==> config.mk <==
export PLATFORM = sky130hd
export DESIGN_NAME = load_store_unit
export DESIGN_NICKNAME = d
export VERILOG_FILES = /design/src/rtl/load_store_unit.sv
export SDC_FILE = /design/constraint.sdc
export NUM_CORES = 1
export LEC_CHECK = 0
export CAP_MARGIN = 10
export CELL_PAD_IN_SITES_DETAIL_PLACEMENT = 0
export CELL_PAD_IN_SITES_GLOBAL_PLACEMENT = 2
export CORE_ASPECT_RATIO = 1.4
export CORE_MARGIN = 3
export CORE_UTILIZATION = 23
export CTS_CLUSTER_DIAMETER = 50
export DETAILED_ROUTE_END_ITERATION = 16
export PLACE_DENSITY = 0.88
export SLEW_MARGIN = 5
export SYNTH_ARGS = -nofsm -noshare
export SYNTH_HDL_FRONTEND = slang
export SYNTH_SLANG_ARGS = --single-unit
==> constraint.sdc <==
create_clock -name clk -period 2.1 [get_ports clk]
set_input_delay 0.42 -clock clk [delete_from_list [all_inputs] [get_ports clk]]
set_output_delay 0.42 -clock clk [all_outputs]
set_load 0.05 [all_outputs]
==> src/rtl/load_store_unit.sv <==
// rtl/load_store_unit.sv - RV32I memory stage: aligns stores, extends loads, flags misaligned ops
//
// Purpose: takes the ALU effective address and drives a word-wide data
// memory port through a req/ack handshake. A transaction is accepted only in
// IDLE; the stage stalls (req_ready low) while it waits for mem_ack.
//
// Ports:
//   clk, rst                 clock and synchronous active-high reset
//   req_valid/req_ready      execute-stage handshake
//   req_addr/req_wdata       effective address and store data (rs2)
//   req_we/req_funct3/req_rd store flag, access size/sign, load destination
//   flush                    squash acceptance (IDLE) or completion (WAIT)
//   mem_req/mem_we/mem_addr/mem_wdata/mem_be   bus request, held until ack
//   mem_ack/mem_rdata        bus completion and read word (same cycle)
//   done/wb_en/wb_rd/wb_data one-cycle completion pulse and writeback
//   exc_misalign/exc_store/exc_addr            one-cycle exception pulse
module load_store_unit #(
    parameter int XLEN = 32
) (
    input  logic            clk,
    input  logic            rst,
    input  logic            req_valid,
    output logic            req_ready,
    input  logic [XLEN-1:0] req_addr,
    input  logic [XLEN-1:0] req_wdata,
    input  logic            req_we,
    input  logic [2:0]      req_funct3,
    input  logic [4:0]      req_rd,
    input  logic            flush,
    output logic            mem_req,
    output logic            mem_we,
    output logic [XLEN-1:0] mem_addr,
    output logic [XLEN-1:0] mem_wdata,
    output logic [3:0]      mem_be,
    input  logic            mem_ack,
    input  logic [XLEN-1:0] mem_rdata,
    output logic            done,
    output logic            wb_en,
    output logic [4:0]      wb_rd,
    output logic [XLEN-1:0] wb_data,
    output logic            exc_misalign,
    output logic            exc_store,
    output logic [XLEN-1:0] exc_addr
);

    typedef enum logic {S_IDLE, S_WAIT} state_t;

    state_t      r_state;
    logic        r_flushed;   // a flush was seen while waiting for ack
    logic [2:0]  r_funct3;
    logic [4:0]  r_rd;
    logic [1:0]  r_addr_lo;

    logic            w_accept;
    logic            w_legal;
    logic [3:0]      w_be;
    logic [XLEN-1:0] w_wdata;
    logic [7:0]      w_byte;
    logic [15:0]     w_half;
    logic [XLEN-1:0] w_load_data;

    assign req_ready = (r_state == S_IDLE) && !rst;
    assign w_accept  = req_valid && req_ready && !flush;

    // Unsigned sizes exist only for loads; stores accept B/H/W only.
    always_comb begin
        w_legal = 1'b0;
        case (req_funct3)
            3'b000:  w_legal = 1'b1;
            3'b001:  w_legal = !req_addr[0];
            3'b010:  w_legal = (req_addr[1:0] == 2'b00);
            3'b100:  w_legal = !req_we;
            3'b101:  w_legal = !req_we && !req_addr[0];
            default: w_legal = 1'b0;
        endcase
    end

    // funct3[1:0] encodes the size for both signed and unsigned variants.
    always_comb begin
        w_be    = 4'b1111;
        w_wdata = req_wdata;
        case (req_funct3[1:0])
            2'b00: begin
                w_be    = 4'b0001 << req_addr[1:0];
                w_wdata = {4{req_wdata[7:0]}};
            end
            2'b01: begin
                w_be    = 4'b0011 << {req_addr[1], 1'b0};
                w_wdata = {2{req_wdata[15:0]}};
            end
            default: begin
                w_be    = 4'b1111;
                w_wdata = req_wdata;
            end
        endcase
    end

    always_comb begin
        w_byte = mem_rdata[7:0];
        case (r_addr_lo)
            2'b00:   w_byte = mem_rdata[7:0];
            2'b01:   w_byte = mem_rdata[15:8];
            2'b10:   w_byte = mem_rdata[23:16];
            default: w_byte = mem_rdata[31:24];
        endcase
        w_half = r_addr_lo[1] ? mem_rdata[31:16] : mem_rdata[15:0];
        case (r_funct3)
            3'b000:  w_load_data = {{24{w_byte[7]}}, w_byte};
            3'b001:  w_load_data = {{16{w_half[15]}}, w_half};
            3'b100:  w_load_data = {24'd0, w_byte};
            3'b101:  w_load_data = {16'd0, w_half};
            default: w_load_data = mem_rdata;
        endcase
    end

    always_ff @(posedge clk) begin
        if (rst) begin
            r_state      <= S_IDLE;
            r_flushed    <= 1'b0;
            r_funct3     <= 3'd0;
            r_rd         <= 5'd0;
            r_addr_lo    <= 2'd0;
            mem_req      <= 1'b0;
            mem_we       <= 1'b0;
            mem_addr     <= '0;
            mem_wdata    <= '0;
            mem_be       <= 4'd0;
            done         <= 1'b0;
            wb_en        <= 1'b0;
            wb_rd        <= 5'd0;
            wb_data      <= '0;
            exc_misalign <= 1'b0;
            exc_store    <= 1'b0;
            exc_addr     <= '0;
        end else begin
            done         <= 1'b0;
            wb_en        <= 1'b0;
            exc_misalign <= 1'b0;
            exc_store    <= 1'b0;
            exc_addr     <= '0;
            case (r_state)
                S_IDLE: begin
                    if (w_accept) begin
                        if (w_legal) begin
                            r_state   <= S_WAIT;
                            r_flushed <= 1'b0;
                            r_funct3  <= req_funct3;
                            r_rd      <= req_rd;
                            r_addr_lo <= req_addr[1:0];
                            mem_req   <= 1'b1;
                            mem_we    <= req_we;
                            mem_addr  <= {req_addr[XLEN-1:2], 2'b00};
                            mem_wdata <= w_wdata;
                            mem_be    <= w_be;
                        end else begin
                            exc_misalign <= 1'b1;
                            exc_store    <= req_we;
                            exc_addr     <= req_addr;
                        end
                    end
                end
                S_WAIT: begin
                    if (flush) begin
                        r_flushed <= 1'b1;
                    end
                    // The bus transaction always completes; flush only hides it.
                    if (mem_ack) begin
                        r_state <= S_IDLE;
                        mem_req <= 1'b0;
                        if (!r_flushed && !flush) begin
                            done <= 1'b1;
                            if (!mem_we) begin
                                wb_en   <= (r_rd != 5'd0);
                                wb_rd   <= r_rd;
                                wb_data <= w_load_data;
                            end
                        end
                    end
                end
                default: r_state <= S_IDLE;
            endcase
        end
    end

endmodule

After elaboration in Yosys (flattened, before gate mapping)

Cells that the tools add are included.

Shift-type cells: 2
Multiplexer cells: 20
Reductions and logical operators: 24
Bitwise operators: 5
Eq/ne operators: 14

Operator list:

| cell                | count |
|---|---|
| $pmux 32 s4         | 1 |
| $pmux 32 s2         | 1 |
| $pmux 8 s3          | 1 |
| $mux 16             | 1 |
| $eq 3x3->1 const B  | 4 |
| $mux 1              | 11 |
| $reduce_and 3->1    | 3 |
| $ne 2x2->1 const B  | 4 |
| $pmux 4 s2          | 1 |
| $eq 3x1->1 const B  | 2 |
| $logic_not 2->1     | 3 |
| $logic_not 3->1     | 2 |
| $pmux 1 s2          | 3 |
| $reduce_or 3->1     | 2 |
| $logic_and 1x1->1   | 5 |
| $logic_not 1->1     | 5 |
| $not 1->1           | 5 |
| $pmux 1 s5          | 1 |
| $reduce_bool 5->1   | 1 |
| $reduce_or 5->1     | 1 |
| $eq 2x1->1 const B  | 2 |
| $reduce_and 4->1    | 1 |
| $reduce_or 4->1     | 1 |
| $shl 1x2->4 const A | 1 |
| 3 further kinds     | 3 |

Output and inout port bits: 144
Word-level logic and storage cells: 82
Flip-flop bits (word level): 153
Bits of input ports: 110

Longest topological paths before layout

Depth after elaboration: 6
Gate-level depth with buffers: 6
Mapped depth without buffers: 4

Worst setup path before layout

OpenSTA, ideal clock, no wires.

Path type: input-to-output
Start: input rst
End: output req_ready
Data required time: 1.680 ns
Data arrival time: 1.455 ns
Stages on the path: 3
Path slack: 0.225 ns
Buffers on the path: 2
Path through: clkbuf_1 -> clkbuf_1 -> nor2_1

Word-level cells in the longest chain between the ends: 2

RTL lines:

| item               | RTL line | text |
|---|---|---|
| start: declaration | 21       | `input logic rst,` |
| $logic_not 1->1    | 62       | `assign req_ready = (r_state == S_IDLE) && !rst;` |
| $logic_and 1x1->1  | 62       |  |
| end: declaration   | 23       | `output logic req_ready,` |

No other way between the ends.

Worst setup path after layout

Start: input req_addr[1]
End: register mem_wdata[13]

Word-level cells in the longest chain between the ends: 3

RTL lines:

| item                              | RTL line | text |
|---|---|---|
| start: declaration                | 24       | `input logic [XLEN-1:0] req_addr,` |
| $logic_not 2->1                   | 71       | `3'b010: w_legal = (req_addr[1:0] == 2'b00);` |
| $pmux 1 s5                        | 68       | `case (req_funct3)` |
| $reduce_and 3->1 (no source line) | n/a      |  |
| end signal: assignment            | 153      | `mem_wdata <= w_wdata;` |
| end: declaration                  | 33       | `output logic [XLEN-1:0] mem_wdata,` |

No other way between the ends.
A chain may end at the register's enable or synchronous reset.

==> report_table.html <==
<table>
<tr><th>Metric</th><th>Value</th></tr>
<tr><th colspan="2">Layout</th></tr>
<tr><td>Synth-to-layout area growth</td><td>62.91%</td></tr>
<tr><td>NumNets Final</td><td>1074</td></tr>
<tr><td>Area taken by flip-flops and latches</td><td>3063 µm²</td></tr>
<tr><td>Total area of multi-input combinational cells</td><td>2663 µm²</td></tr>
<tr><td>Utilization after layout</td><td>38.11%</td></tr>
<tr><td>Count of fill cells added during filler insertion</td><td>2632</td></tr>
<tr><td>Share of post-route cells with drive strength above 1</td><td>12.90%</td></tr>
<tr><th colspan="2">Logic synthesis</th></tr>
<tr><td>Commonest cells post-synth</td><td>nand2_1 (161), dfxtp_1 (153), a21oi_1 (74)</td></tr>
<tr><td>Netlist area before placement</td><td>5958 µm²</td></tr>
<tr><td>Cell taking the most area after synthesis</td><td>dfxtp_1</td></tr>
<tr><td>Library cells used by synthesis</td><td>43</td></tr>
<tr><td>Sequential area share after synthesis</td><td>51.41%</td></tr>
<tr><td>Flip-flop and latch count after synthesis</td><td>153</td></tr>
<tr><td>Number of warnings issued by yosys</td><td>0</td></tr>
<tr><td>Number of flops mapped to enable cells by yosys</td><td>0</td></tr>
<tr><td>Largest cells by area after synthesis</td><td>dfxtp_1 (51%), nand2_1 (10%), a21oi_1 (6.2%)</td></tr>
<tr><td>Synth Area per Inst</td><td>8.585 µm²</td></tr>
<tr><td>Synth top area share</td><td>51.41%</td></tr>
<tr><td>Number of cells produced by synthesis</td><td>694</td></tr>
<tr><td>Most repeated cell in the gate-level netlist after synthesis</td><td>nand2_1</td></tr>
<tr><td>Flip-flop cell with the highest count after synthesis</td><td>dfxtp_1</td></tr>
<tr><td>Ys async rst share</td><td>0%</td></tr>
<tr><th colspan="2">Die</th></tr>
<tr><td>Boundary Pins</td><td>254</td></tr>
<tr><td>Die outline height</td><td>196.4 µm</td></tr>
<tr><td>Placement row count</td><td>69</td></tr>
<tr><td>Area of the core</td><td>25470 µm²</td></tr>
<tr><td>Width of the die</td><td>142.0 µm</td></tr>
<tr><td>Full die area</td><td>27900 µm²</td></tr>
<tr><td>Effective utilization at floorplan</td><td>23.39%</td></tr>
<tr><th colspan="2">Critical path</th></tr>
<tr><td>Worst Setup Start Kind</td><td>primary input</td></tr>
<tr><td>Cells along the critical path</td><td>clkdlybuf4s50_1 -&gt; or4_4 -&gt; a21oi_4 -&gt; buf_12 -&gt; nor2_1 -&gt; a311oi_1</td></tr>
<tr><td>Worst reg2reg setup slack</td><td>0.16 ns</td></tr>
<tr><td>Highest-delay cell along the critical path</td><td>or4_4</td></tr>
<tr><td>Worst setup path class</td><td>in -&gt; reg</td></tr>
<tr><td>First element of the critical path</td><td>req_addr[1]</td></tr>
<tr><td>Largest stage delay, worst path</td><td>0.61 ns</td></tr>
<tr><td>FF-to-FF path depth</td><td>6</td></tr>
<tr><td>Type of element capturing the critical path</td><td>flip-flop</td></tr>
<tr><td>Launch point of the worst reg-to-reg path</td><td>r_state</td></tr>
<tr><td>R2r endpoint</td><td>mem_wdata[13]</td></tr>
<tr><td>Data arrival at the endpoint of the critical path</td><td>2.39 ns</td></tr>
<tr><td>Highest fanout seen on the critical path</td><td>26</td></tr>
<tr><td>Req. time, crit path</td><td>2.41 ns</td></tr>
<tr><th colspan="2">Clock tree</th></tr>
<tr><td>Clk_lat worst skew</td><td>0.43 ns</td></tr>
<tr><td>Clock Sinks</td><td>153</td></tr>
<tr><td>H-Tree Level Count</td><td>4</td></tr>
<tr><td>Cell at the root of the clock tree</td><td>clkbuf_16</td></tr>
<tr><td>CTS tree</td><td>yes</td></tr>
<tr><td>Buffer levels on the longest clock path</td><td>2</td></tr>
<tr><td>Clock-pin transition on the worst setup and hold timing paths</td><td>0.06 ns</td></tr>
<tr><td>TritonCTS Buffers</td><td>17</td></tr>
<tr><th colspan="2">Min path</th></tr>
<tr><td>Hold path endpoint</td><td>exc_misalign</td></tr>
<tr><td>Worst min-delay path class</td><td>in -&gt; reg</td></tr>
<tr><td>Worst hold path cell count</td><td>3</td></tr>
<tr><td>Startpoint of the lowest-slack hold path</td><td>rst</td></tr>
<tr><th colspan="2">Timing</th></tr>
<tr><td>Worst-Margin Slew</td><td>0.6681 ns</td></tr>
<tr><td>Final critical-path required period</td><td>2.080 ns</td></tr>
<tr><td>Tightest slew margin relative to the limit</td><td>55.36%</td></tr>
<tr><td>Endpoints failing setup</td><td>0</td></tr>
<tr><td>Post-route setup TNS</td><td>0 ns</td></tr>
<tr><td>Max Slew Vio Count</td><td>0</td></tr>
<tr><td>Fraction of the cycle the final worst path needs</td><td>99.04%</td></tr>
<tr><td>Clock Skew</td><td>0.007527 ns</td></tr>
<tr><td>Number of hold violations in the final report</td><td>0</td></tr>
<tr><td>Max Clk Rate</td><td>0.4808 GHz</td></tr>
<tr><th colspan="2">Pwr</th></tr>
<tr><td>Worst VDD drop</td><td>0.5618 mV</td></tr>
<tr><td>Static power due to leakage</td><td>3.534 nW</td></tr>
<tr><td>Power Density</td><td>712.7 nW/µm²</td></tr>
<tr><th colspan="2">Global route</th></tr>
<tr><td>Pin count of the biggest net entering global routing</td><td>77</td></tr>
<tr><td>Number of antenna violations at the first check in global routing</td><td>2</td></tr>
<tr><td>First-pass GRT wire length</td><td>33.52 mm</td></tr>
<tr><td>Via count of the first global-routing pass</td><td>5804</td></tr>
<tr><td>All-layer global routing usage</td><td>15.55%</td></tr>
<tr><td>Overflow after GRT</td><td>0</td></tr>
<tr><th colspan="2">Route</th></tr>
<tr><td>Residual antenna-violating net count after detailed routing</td><td>0</td></tr>
<tr><td>Number of remaining DRC errors</td><td>0</td></tr>
<tr><td>Number of vias per cell</td><td>4.646</td></tr>
<tr><td>Detailed-route via count</td><td>6026</td></tr>
<tr><td>Detailed Route WL</td><td>22.50 mm</td></tr>
<tr><td>Post-DR wirelength/cell</td><td>17.35 µm</td></tr>
<tr><td>Detailed Routing Iterations Pass 1</td><td>5</td></tr>
<tr><td>Starting DRT DRC Count</td><td>279</td></tr>
<tr><th colspan="2">Placed design</th></tr>
<tr><td>Global placer's final weighted congestion</td><td>0.8179</td></tr>
<tr><td>Number of I/O port buffers</td><td>251</td></tr>
<tr><td>Detailed placement HPWL</td><td>15.96 mm</td></tr>
<tr><th colspan="2">Outcome</th></tr>
<tr><td>Outcome</td><td>finished clean</td></tr>
<tr><th colspan="2">Run</th></tr>
<tr><td>Max_cap viols</td><td>0</td></tr>
</table>
worst max path at each step:
stage,cells past startpoint,end,slack (ns)
CTS,6,mem_addr[28],0.02
floorplan,3,req_ready,0.22
global placement,4,exc_addr[19],-0.49
finish,6,mem_wdata[13],0.02
detailed placement,4,exc_addr[6],-0.55
global route,7,mem_wdata[13],-0.06
routing by layer:
| metal | part of all wire [%] | track usage [%] | vias to the layer above |
|---|---|---|---|
| met5 | 0.036 | 0 | - |
| met4 | 3.2 | 7.006 | 2 |
| met3 | 8.6 | 5.752 | 38 |
| met2 | 47 | 24.24 | 246 |
| met1 | 41 | 19.10 | 2791 |
| li1 | - | - | 2949 |
power breakdown:
group	switching (W)	internal, W	leakage, nW
Clock	0.00124	0.00181	0.272
Sequential	0.0000277	0.00296	1.24
Combinational	0.000489	0.000397	2.03
Total	0.00175	0.00516	3.53
sequential cells by signal, indices dropped and copies added (netlist names):
| name | cells |
|---|---|
| exc_addr | 32 |
| mem_wdata | 32 |
| wb_data | 32 |
| mem_addr | 30 |
| r_rd | 5 |
| wb_rd | 5 |
| mem_be | 4 |
| r_funct3 | 3 |
| r_addr_lo | 2 |
| done | 1 |
| exc_misalign | 1 |
| exc_store | 1 |
| mem_req | 1 |
| mem_we | 1 |
| r_flushed | 1 |
| r_state | 1 |
| wb_en | 1 |
stage by stage:
step | worst slack, ns | cell area [µm²] | cells | hold slack [ns] | total power (W)
final | 0.02026 | 9707 | 1297 | 0.4294 | 0.006918
after global routing | -0.06036 | 9707 | 1297 | 0.4294 | 0.007216
after CTS | 0.02182 | 9654 | 1294 | 0.3997 | 0.007017
after detailed placement | -0.5471 | 9067 | 1262 | 0.4476 | 0.003932
after global placement | -0.4897 | 9067 | 1262 | 0.4405 | 0.003930
after floorplan | 0.2247 | 5962 | 695 | 0.4448 | 0.003455
worst max-delay path: cells and delay by family:
kind                   cells  cell delay, ns
AO/OA/AOI/OAI              2            0.55
AND/OR/NAND/NOR            2            0.67
buffers and inverters      2            0.74
cells by family after synthesis:
kind of cell	share of synthesized area, %
AND/OR/NAND/NOR	21.25
AO/OA/AOI/OAI	18.35
flip-flops	51.41
buffers and inverters	4.158
multiplexers	4.767
other	0.06294
what timing repair did:
item                                    CTS  global route
cloned                                    0             1
hold buffers                              0             0
gates resized for setup                   1             6
endpoints found under the setup margin   32            46
setup buffers                             0             1
pin swaps                                 0             1
cell type report:
type | instances | share of cell area [%]
Tap cell | 319 | 4.112
Multi-Input combinational cell | 483 | 27.43
Sequential cell | 153 | 31.55
Clock inverter | 11 | 1.250
Inverter | 4 | 0.1547
Antenna cell | 1 | 0.02578
Clock buffer | 21 | 4.743
Timing Repair Buffer | 305 | 30.73
cells in the final DEF, fill, tap and decap left out, types with 21 or more instances in the layout:
cell type,Yosys,final
o21ai_0,21,21
a21oi_1,74,74
clkdlybuf4s50_1,0,231
dfxtp_1,153,153
nand2_1,161,161
nor2_1,51,50
buf_4,2,62
and2_1,32,32
a211oi_1,26,26
(Power assumes the default switching activity.)
